`src/rtl/mem_arbiter_pkg.sv`:
```
// Shared definitions for mem_arbiter: FSM states, requester indices and
// write-enable opcode values used by the arbiter and its picker.
package mem_arbiter_pkg;

  typedef enum logic [1:0] {
    IDLE = 2'd0,
    OWN0 = 2'd1,
    OWN1 = 2'd2
  } arb_state_e;

  localparam int unsigned NUM_REQ = 2;

  localparam logic REQ_CORE   = 1'b0;
  localparam logic REQ_LOADER = 1'b1;

  localparam logic [3:0] WE_READ = 4'b0000;

  function automatic logic is_read(input logic [3:0] we);
    return (we == WE_READ);
  endfunction

endpackage

```
`src/rtl/mem_arbiter_rr2.sv`:
```
// Two-input picker returning a one-hot grant. ARB_ROUND_ROBIN_EN selects
// round-robin on contention; otherwise requester 0 has fixed priority.
module arb_rr2
  import mem_arbiter_pkg::*;
(
  input  logic [NUM_REQ-1:0] req,
  input  logic               last_gnt,
  output logic [NUM_REQ-1:0] gnt
);

`ifdef ARB_ROUND_ROBIN_EN
  always_comb begin
    gnt = '0;
    if (req[REQ_CORE] && req[REQ_LOADER]) begin
      // On contention the requester that was not served last goes next.
      if (last_gnt == REQ_CORE) begin
        gnt[REQ_LOADER] = 1'b1;
      end else begin
        gnt[REQ_CORE] = 1'b1;
      end
    end else begin
      gnt = req;
    end
  end
`else
  logic unused_last_gnt;
  assign unused_last_gnt = last_gnt;

  always_comb begin
    gnt             = '0;
    gnt[REQ_CORE]   = req[REQ_CORE];
    gnt[REQ_LOADER] = req[REQ_LOADER] & ~req[REQ_CORE];
  end
`endif

endmodule

```
`src/rtl/mem_arbiter.sv`:
```
// Two-requester single-port memory arbiter with lock/ownership FSM and a
// one-cycle read-return pipeline. Define ARB_ROUND_ROBIN_EN for round-robin.
module mem_arbiter
  import mem_arbiter_pkg::*;
#(
  parameter int AWIDTH = 14,
  parameter int DWIDTH = 32
) (
  input  logic              clk,
  input  logic              rst,
  input  logic              req0,
  input  logic              req1,
  input  logic              lock0,
  input  logic              lock1,
  input  logic [3:0]        we0,
  input  logic [3:0]        we1,
  input  logic [AWIDTH-1:0] addr0,
  input  logic [AWIDTH-1:0] addr1,
  input  logic [DWIDTH-1:0] wdata0,
  input  logic [DWIDTH-1:0] wdata1,
  output logic              gnt0,
  output logic              gnt1,
  output logic              rvalid0,
  output logic              rvalid1,
  output logic [DWIDTH-1:0] rdata0,
  output logic [DWIDTH-1:0] rdata1,
  output logic              mem_en,
  output logic [3:0]        mem_we,
  output logic [AWIDTH-1:0] mem_addr,
  output logic [DWIDTH-1:0] mem_din,
  input  logic [DWIDTH-1:0] mem_dout
);

  arb_state_e state_q, state_d;
  logic       last_gnt_q, last_gnt_d;
  logic       rvalid0_q, rvalid0_d;
  logic       rvalid1_q, rvalid1_d;

  logic       arb_open;
  logic [1:0] pick;

  arb_rr2 u_pick (
    .req      ({req1, req0}),
    .last_gnt (last_gnt_q),
    .gnt      (pick)
  );

  // A lock that drops this cycle reopens arbitration in the same cycle.
  always_comb begin
    arb_open = 1'b0;
    gnt0     = 1'b0;
    gnt1     = 1'b0;
    unique case (state_q)
      OWN0: begin
        arb_open = ~lock0;
        gnt0     = lock0 & req0;
      end
      OWN1: begin
        arb_open = ~lock1;
        gnt1     = lock1 & req1;
      end
      default: arb_open = 1'b1;
    endcase
    if (arb_open) begin
      gnt0 = pick[REQ_CORE];
      gnt1 = pick[REQ_LOADER];
    end
    if (!rst) begin
      gnt0 = 1'b0;
      gnt1 = 1'b0;
    end
  end

  always_comb begin
    state_d = state_q;
    if (arb_open) begin
      state_d = IDLE;
      if (gnt0 && lock0) begin
        state_d = OWN0;
      end else if (gnt1 && lock1) begin
        state_d = OWN1;
      end
    end

    last_gnt_d = last_gnt_q;
    if (gnt1) begin
      last_gnt_d = REQ_LOADER;
    end else if (gnt0) begin
      last_gnt_d = REQ_CORE;
    end

    rvalid0_d = gnt0 & is_read(we0);
    rvalid1_d = gnt1 & is_read(we1);
  end

  always_comb begin
    mem_en   = gnt0 | gnt1;
    mem_we   = '0;
    mem_addr = '0;
    mem_din  = '0;
    if (gnt0) begin
      mem_we   = we0;
      mem_addr = addr0;
      mem_din  = wdata0;
    end else if (gnt1) begin
      mem_we   = we1;
      mem_addr = addr1;
      mem_din  = wdata1;
    end
  end

  always_ff @(posedge clk or negedge rst) begin
    if (!rst) begin
      state_q    <= IDLE;
      last_gnt_q <= REQ_LOADER;
      rvalid0_q  <= 1'b0;
      rvalid1_q  <= 1'b0;
    end else begin
      state_q    <= state_d;
      last_gnt_q <= last_gnt_d;
      rvalid0_q  <= rvalid0_d;
      rvalid1_q  <= rvalid1_d;
    end
  end

  // Memory data arrives the cycle after the grant, alongside the flopped valid.
  assign rvalid0 = rvalid0_q;
  assign rvalid1 = rvalid1_q;
  assign rdata0  = rvalid0_q ? mem_dout : '0;
  assign rdata1  = rvalid1_q ? mem_dout : '0;

endmodule

```
`config.mk`:
```
export PLATFORM = sky130hd
export DESIGN_NAME = mem_arbiter
export DESIGN_NICKNAME = d
export VERILOG_FILES = /design/src/rtl/mem_arbiter_pkg.sv /design/src/rtl/mem_arbiter_rr2.sv /design/src/rtl/mem_arbiter.sv
export SDC_FILE = /design/constraint.sdc
export NUM_CORES = 1
export LEC_CHECK = 0
export ABC_AREA = 1
export BUFFER_PORTS_ARGS = -buffer_cell sky130_fd_sc_hd__buf_2
export CORE_AREA = 2 2 99 101
export DETAILED_ROUTE_END_ITERATION = 16
export DIE_AREA = 0 0 101 103
export MAX_ROUTING_LAYER = met4
export PLACE_DENSITY = 0.54
export SYNTH_ARGS = -nofsm -noshare
export SYNTH_HDL_FRONTEND = slang
export SYNTH_SLANG_ARGS = --single-unit
```
`constraint.sdc`:
```
create_clock -name clk -period 1.47 [get_ports clk]
set_input_delay 0 -clock clk [delete_from_list [all_inputs] [get_ports clk]]
set_output_delay 0 -clock clk [all_outputs]
set_load 0.01 [all_outputs]
```
# Word-level counts from Yosys, hierarchy flattened
# Cells that the tools add are included.
# W data, S select, Z words.
dict set report op_classes {
  eq_ne 2
  mux 17
  bitwise 9
  reduce_logical 4
}
# operator n
set op_table {}
lappend op_table {{$mux W32} 4}
lappend op_table {{$mux W14} 2}
lappend op_table {{$logic_not A4 Y1} 2}
lappend op_table {{$mux W4} 2}
lappend op_table {{$mux W1} 6}
lappend op_table {{$and A1 B1 Y1} 5}
lappend op_table {{$mux W2} 2}
lappend op_table {{$not A1 Y1} 3}
lappend op_table {{$eq A2 B1 Y1 const B} 1}
lappend op_table {{$eq A2 B2 Y1 const B} 1}
lappend op_table {{$logic_and A1 B1 Y1} 2}
lappend op_table {{$pmux W1 S2} 1}
lappend op_table {{$or A1 B1 Y1} 1}
dict set report totals {
  register_bits 4
  output_inout_bits 119
}

# Depth between registers and ports, before layout
dict set report logic_depth {
  word_depth 7
  depth_mapped 11
  ltp_nobuf 10
}

# Hierarchy
# A second synthesis with hierarchy kept.
dict set report hier_totals {
  cells_unflattened 348
  area_unflattened_um2 1664.1
}
# mod instances cells_per_inst area_per_inst_um2
set by_module_without_submodules {}
lappend by_module_without_submodules {mem_arbiter 1 345 1646.6}
lappend by_module_without_submodules {arb_rr2 1 3 17.5}

# Worst setup path before layout
# No wires, ideal clock.
dict set report synth_path {
  kind {register to output}
  start {register state_q[0]}
  end {output port mem_din[20]}
  arrival_time_ns 1.452
  required_time_ns 1.470
  path_slack_ns 0.018
  path_stages_with_launch 11
  n_path_buf 1
  path_cell_list {dfrtp_1 -> inv_1 -> ha_1 -> inv_2 -> nand2_1 -> nand2_2 -> nand2_2 -> nand2_4 -> buf_4 -> nand2_1 -> o21ai_1}
}
dict set report synth_via {
  elab_chain_len 6
  elab_cells_between_ends 11
}
# item line_no
set synth_rtl {}
lappend synth_rtl {{start: declaration} mem_arbiter.sv:34} ;# arb_state_e state_q, state_d;
lappend synth_rtl {{start signal: assignment} mem_arbiter.sv:119} ;# state_q <= state_d;
lappend synth_rtl {{$eq A2 B2 Y1 / $eq A2 B1 Y1 (equally long branches)} mem_arbiter.sv:53} ;# unique case (state_q)
lappend synth_rtl {{$pmux W1 S2 / $mux W1 (equally long branches)} mem_arbiter.sv:53}
lappend synth_rtl {{$mux W1} mem_arbiter.sv:64} ;# if (arb_open) begin
lappend synth_rtl {{$mux W1} mem_arbiter.sv:68} ;# if (!rst) begin
lappend synth_rtl {{$mux W32} mem_arbiter.sv:105} ;# end else if (gnt1) begin
lappend synth_rtl {{$mux W32 *} mem_arbiter.sv:101} ;# if (gnt0) begin
lappend synth_rtl {{end: declaration} mem_arbiter.sv:30} ;# output logic [DWIDTH-1:0] mem_din,
# Mark *: on every way between the ends. The rest lies on a longest branch, timed or not.

# Worst setup path after layout
dict set report layout_path {
  start {register state_q[1]}
  end {output port mem_din[24]}
}
# Same word-level chain as after synthesis.

==> run_results.csv <==
group,metric,value,unit
run_status,status,"complete, but fails checks",
run_status,violations,"negative setup slack",
timing,finalSetupTns,-19480,ps
global_routing,grt_usage,14.3,%
worst_setup_path,cp.arrival,1880,ps
floorplanning,die_w,101,µm
logic_synthesis,synthFlopType,"dfrtp_1",
place,preCtsSetupSlack,-209,ps
clocking,insertion_delay,220,ps
global_routing,grt_max_degree,34,
logic_synthesis,synthTopCellsByArea,"nand2_1 38%, inv_1 16%, o21ai_2 16%",
timing,max-slew-margin-rel,79.1,%
logic_synthesis,syn_avg_cell_area,4.99,µm²
flow_run,cap_violations,0,
global_routing,grt.overflow.total,0,
clocking,cts-buffers-inserted,3,
clocking,cts_sinks,4,
timing,hold_viol_final,0,
detailed_routing,routed_wl,8.36,mm
logic_synthesis,synth_cell_type_count,22,
timing,fin_crit,1880,ps
clocking,cts_root_buf,"clkbuf_8",
final_layout,diodes,0,
logic_synthesis,synth_edf_count,0,
floorplanning,row_count,36,
final_layout,final_nets,762,
worst_setup_path,required,1470,ps
logic_synthesis,synth_seq_cells,4,
timing,tightest_slew,314,ps
final_layout,synthToLayoutAreaGrowth,125,%
timing,max_freq,533,MHz
timing,rsz0062_at_grt,"yes",
timing,fin_crit_sh,128,%
logic_synthesis,synthArstFlopShare,100,%
logic_synthesis,synth.most_common_cell,"nand2_1",
floorplanning,core,0.00946,mm²
logic_synthesis,synth_area_leader_cell,"nand2_1",
logic_synthesis,syn_area,0.00171,mm²
timing,fin_skew,2.78,ps
worst_setup_path,end_kind,"output pin",
min_path,hp-class,"input port to flop",
floorplanning,initial_core_util,18.1,%
logic_synthesis,yosys_warnings,0,
place,place_congestion,0.805,
place,dpl.hpwl,6.29,mm
floorplanning,io_pins,257,
clocking,clockBufferDepth,2,
pwr,ir_drop,0.234,mV
detailed_routing,via_count,3052,
timing,slew_viol_final,0,
timing,setup_slack,-406,ps
logic_synthesis,netlist.area_leader.share,37.7,%
global_routing,grt_pass1_wl,11.5,mm
detailed_routing,drcViolationCount,0,
pwr,p_leak,2.78,nW
clocking,clk_pin_slew_worst_paths,30,ps
worst_setup_path,cp-start-kind,"flop",
worst_setup_path,crit_type,"flop to output pin",
global_routing,grt_pass1_vias,2574,
global_routing,antenna_found_initial,0,
final_layout,drive_gt1_share,64.2,%
logic_synthesis,syn_nets,483,
logic_synthesis,synthCells,343,
logic_synthesis,synthTopCellsByCount,"172 x nand2_1, 74 x inv_1, 31 x o21ai_2",
detailed_routing,avgViaCountPerCell,4.16,
floorplanning,die_area,0.0104,mm²
floorplanning,chipHeight,103,µm
pwr,power-per-cell-area,446,mW/mm²
place,port_buffers,256,
detailed_routing,wl_per_cell,11.4,µm
timing,finalSetupViolations,56,
detailed_routing,detail-route-antenna-nets,0,
logic_synthesis,seq_area_frac_synth,5.85,%
clocking,htreeDepth,1,
detailed_routing,drt-initial-drc-count,52,
worst_setup_path,cp_max_fo,7,
clocking,cts_tree,"done",
detailed_routing,firstDrtPassIters,4,
## layout make-up
cell class | count | area, µm²
Timing Repair Buffer | 295 | 1820
Tap cell | 114 | 143
Inverter | 75 | 289
Clock buffer | 3 | 41.3
Sequential cell | 4 | 100
Multi-Input combinational cell | 243 | 1460
Fill cell | 1006 | 5610
## critical path, stage by stage, from the launching register on
cell,delay [ps]
dfrtp_1,410
ha_4,310
inv_6,40
nand2_4,50
nand2_4,70
a21oi_4,210
buf_12,170
clkbuf_16,160
nand2_2,50
o21ai_2,50
buf_2,140
## per-layer routing
layer | vias up | track usage (%) | share of wire, %
li1 | 1562 | - | -
met1 | 1326 | 14.5 | 36
met2 | 158 | 29.1 | 55
met3 | 6 | 1.63 | 7.9
met4 | 0 | 3.22 | 1.1
met5 | - | - | 0
## layout by cell type (no fill, tap or decap), types with 3 or more instances in the layout
cell type / Yosys / routed
inv_2: 1 / 3
nand2_1: 172 / 133
buf_12: 0 / 9
dfrtp_1: 4 / 4
buf_4: 6 / 16
nand2_4: 2 / 16
o21ai_2: 31 / 43
buf_16: 0 / 3
buf_2: 2 / 255
clkbuf_8: 0 / 3
nand2_2: 4 / 27
o21ai_1: 19 / 8
buf_6: 7 / 8
inv_1: 74 / 70
## state kept, by name, summed over array words and instances, names as in the netlist
register / flops
rvalid1: 1
state_q: 2
rvalid0: 1
## path summary, 6_finish.rpt
check	to	start	slack, ps	depth (start not counted)
min	state_q[0]$_DFFE_PN0P_	lock0	40	3
min in group asynchronous	state_q[0]$_DFFE_PN0P_	rst	200	2
max reg2reg	state_q[0]$_DFFE_PN0P_	state_q[1]$_DFFE_PN0P_	-160	10
min reg2reg	state_q[0]$_DFFE_PN0P_	state_q[0]$_DFFE_PN0P_	760	4
max in group asynchronous	rvalid1$_DFF_PN0_	rst	1080	2
max	mem_din[24]	state_q[1]$_DFFE_PN0P_	-410	10
## cell families (layout without fill, tap and decap cells)
family,after synthesis,after routing,share of synthesized area [%]
and+or+nand+nor,188,188,43.9
adders and majority gates,2,2,1.46
buffers and inverters,96,373,25.6
AOI/OAI and AO/OA,53,53,23.2
DFF,4,4,5.85
## per-stage QoR
step           cells  instance area (µm²)  power [mW]  util (%)  hold slack [ps]
2_1_floorplan    343                 1710       0.657         -             -296
3_5_place_dp     711                 3200        1.13      33.8             -160
3_3_place_gp     711                 3200        1.11      33.8             -162
6_report         734                 3850        1.72      40.7             40.1
5_1_grt          734                 3850        1.85      40.7             50.1
4_1_cts          729                 3690        1.64      39.0             39.2
## power breakdown
part	switching (mW)	total (mW)	internal, mW
logic	0.692	1.36	0.670
registers	0.00480	0.121	0.116
clock network	0.0588	0.234	0.175
## what timing repair did
item	CTS	global route
endpoints found under the hold margin	5	0
hold buffers	2	0
resized for setup	55	43
gates cloned	5	2
setup buffers	8	6
setup endpoints to repair	56	56
pin swaps	7	15
(Power assumes the default switching activity.)
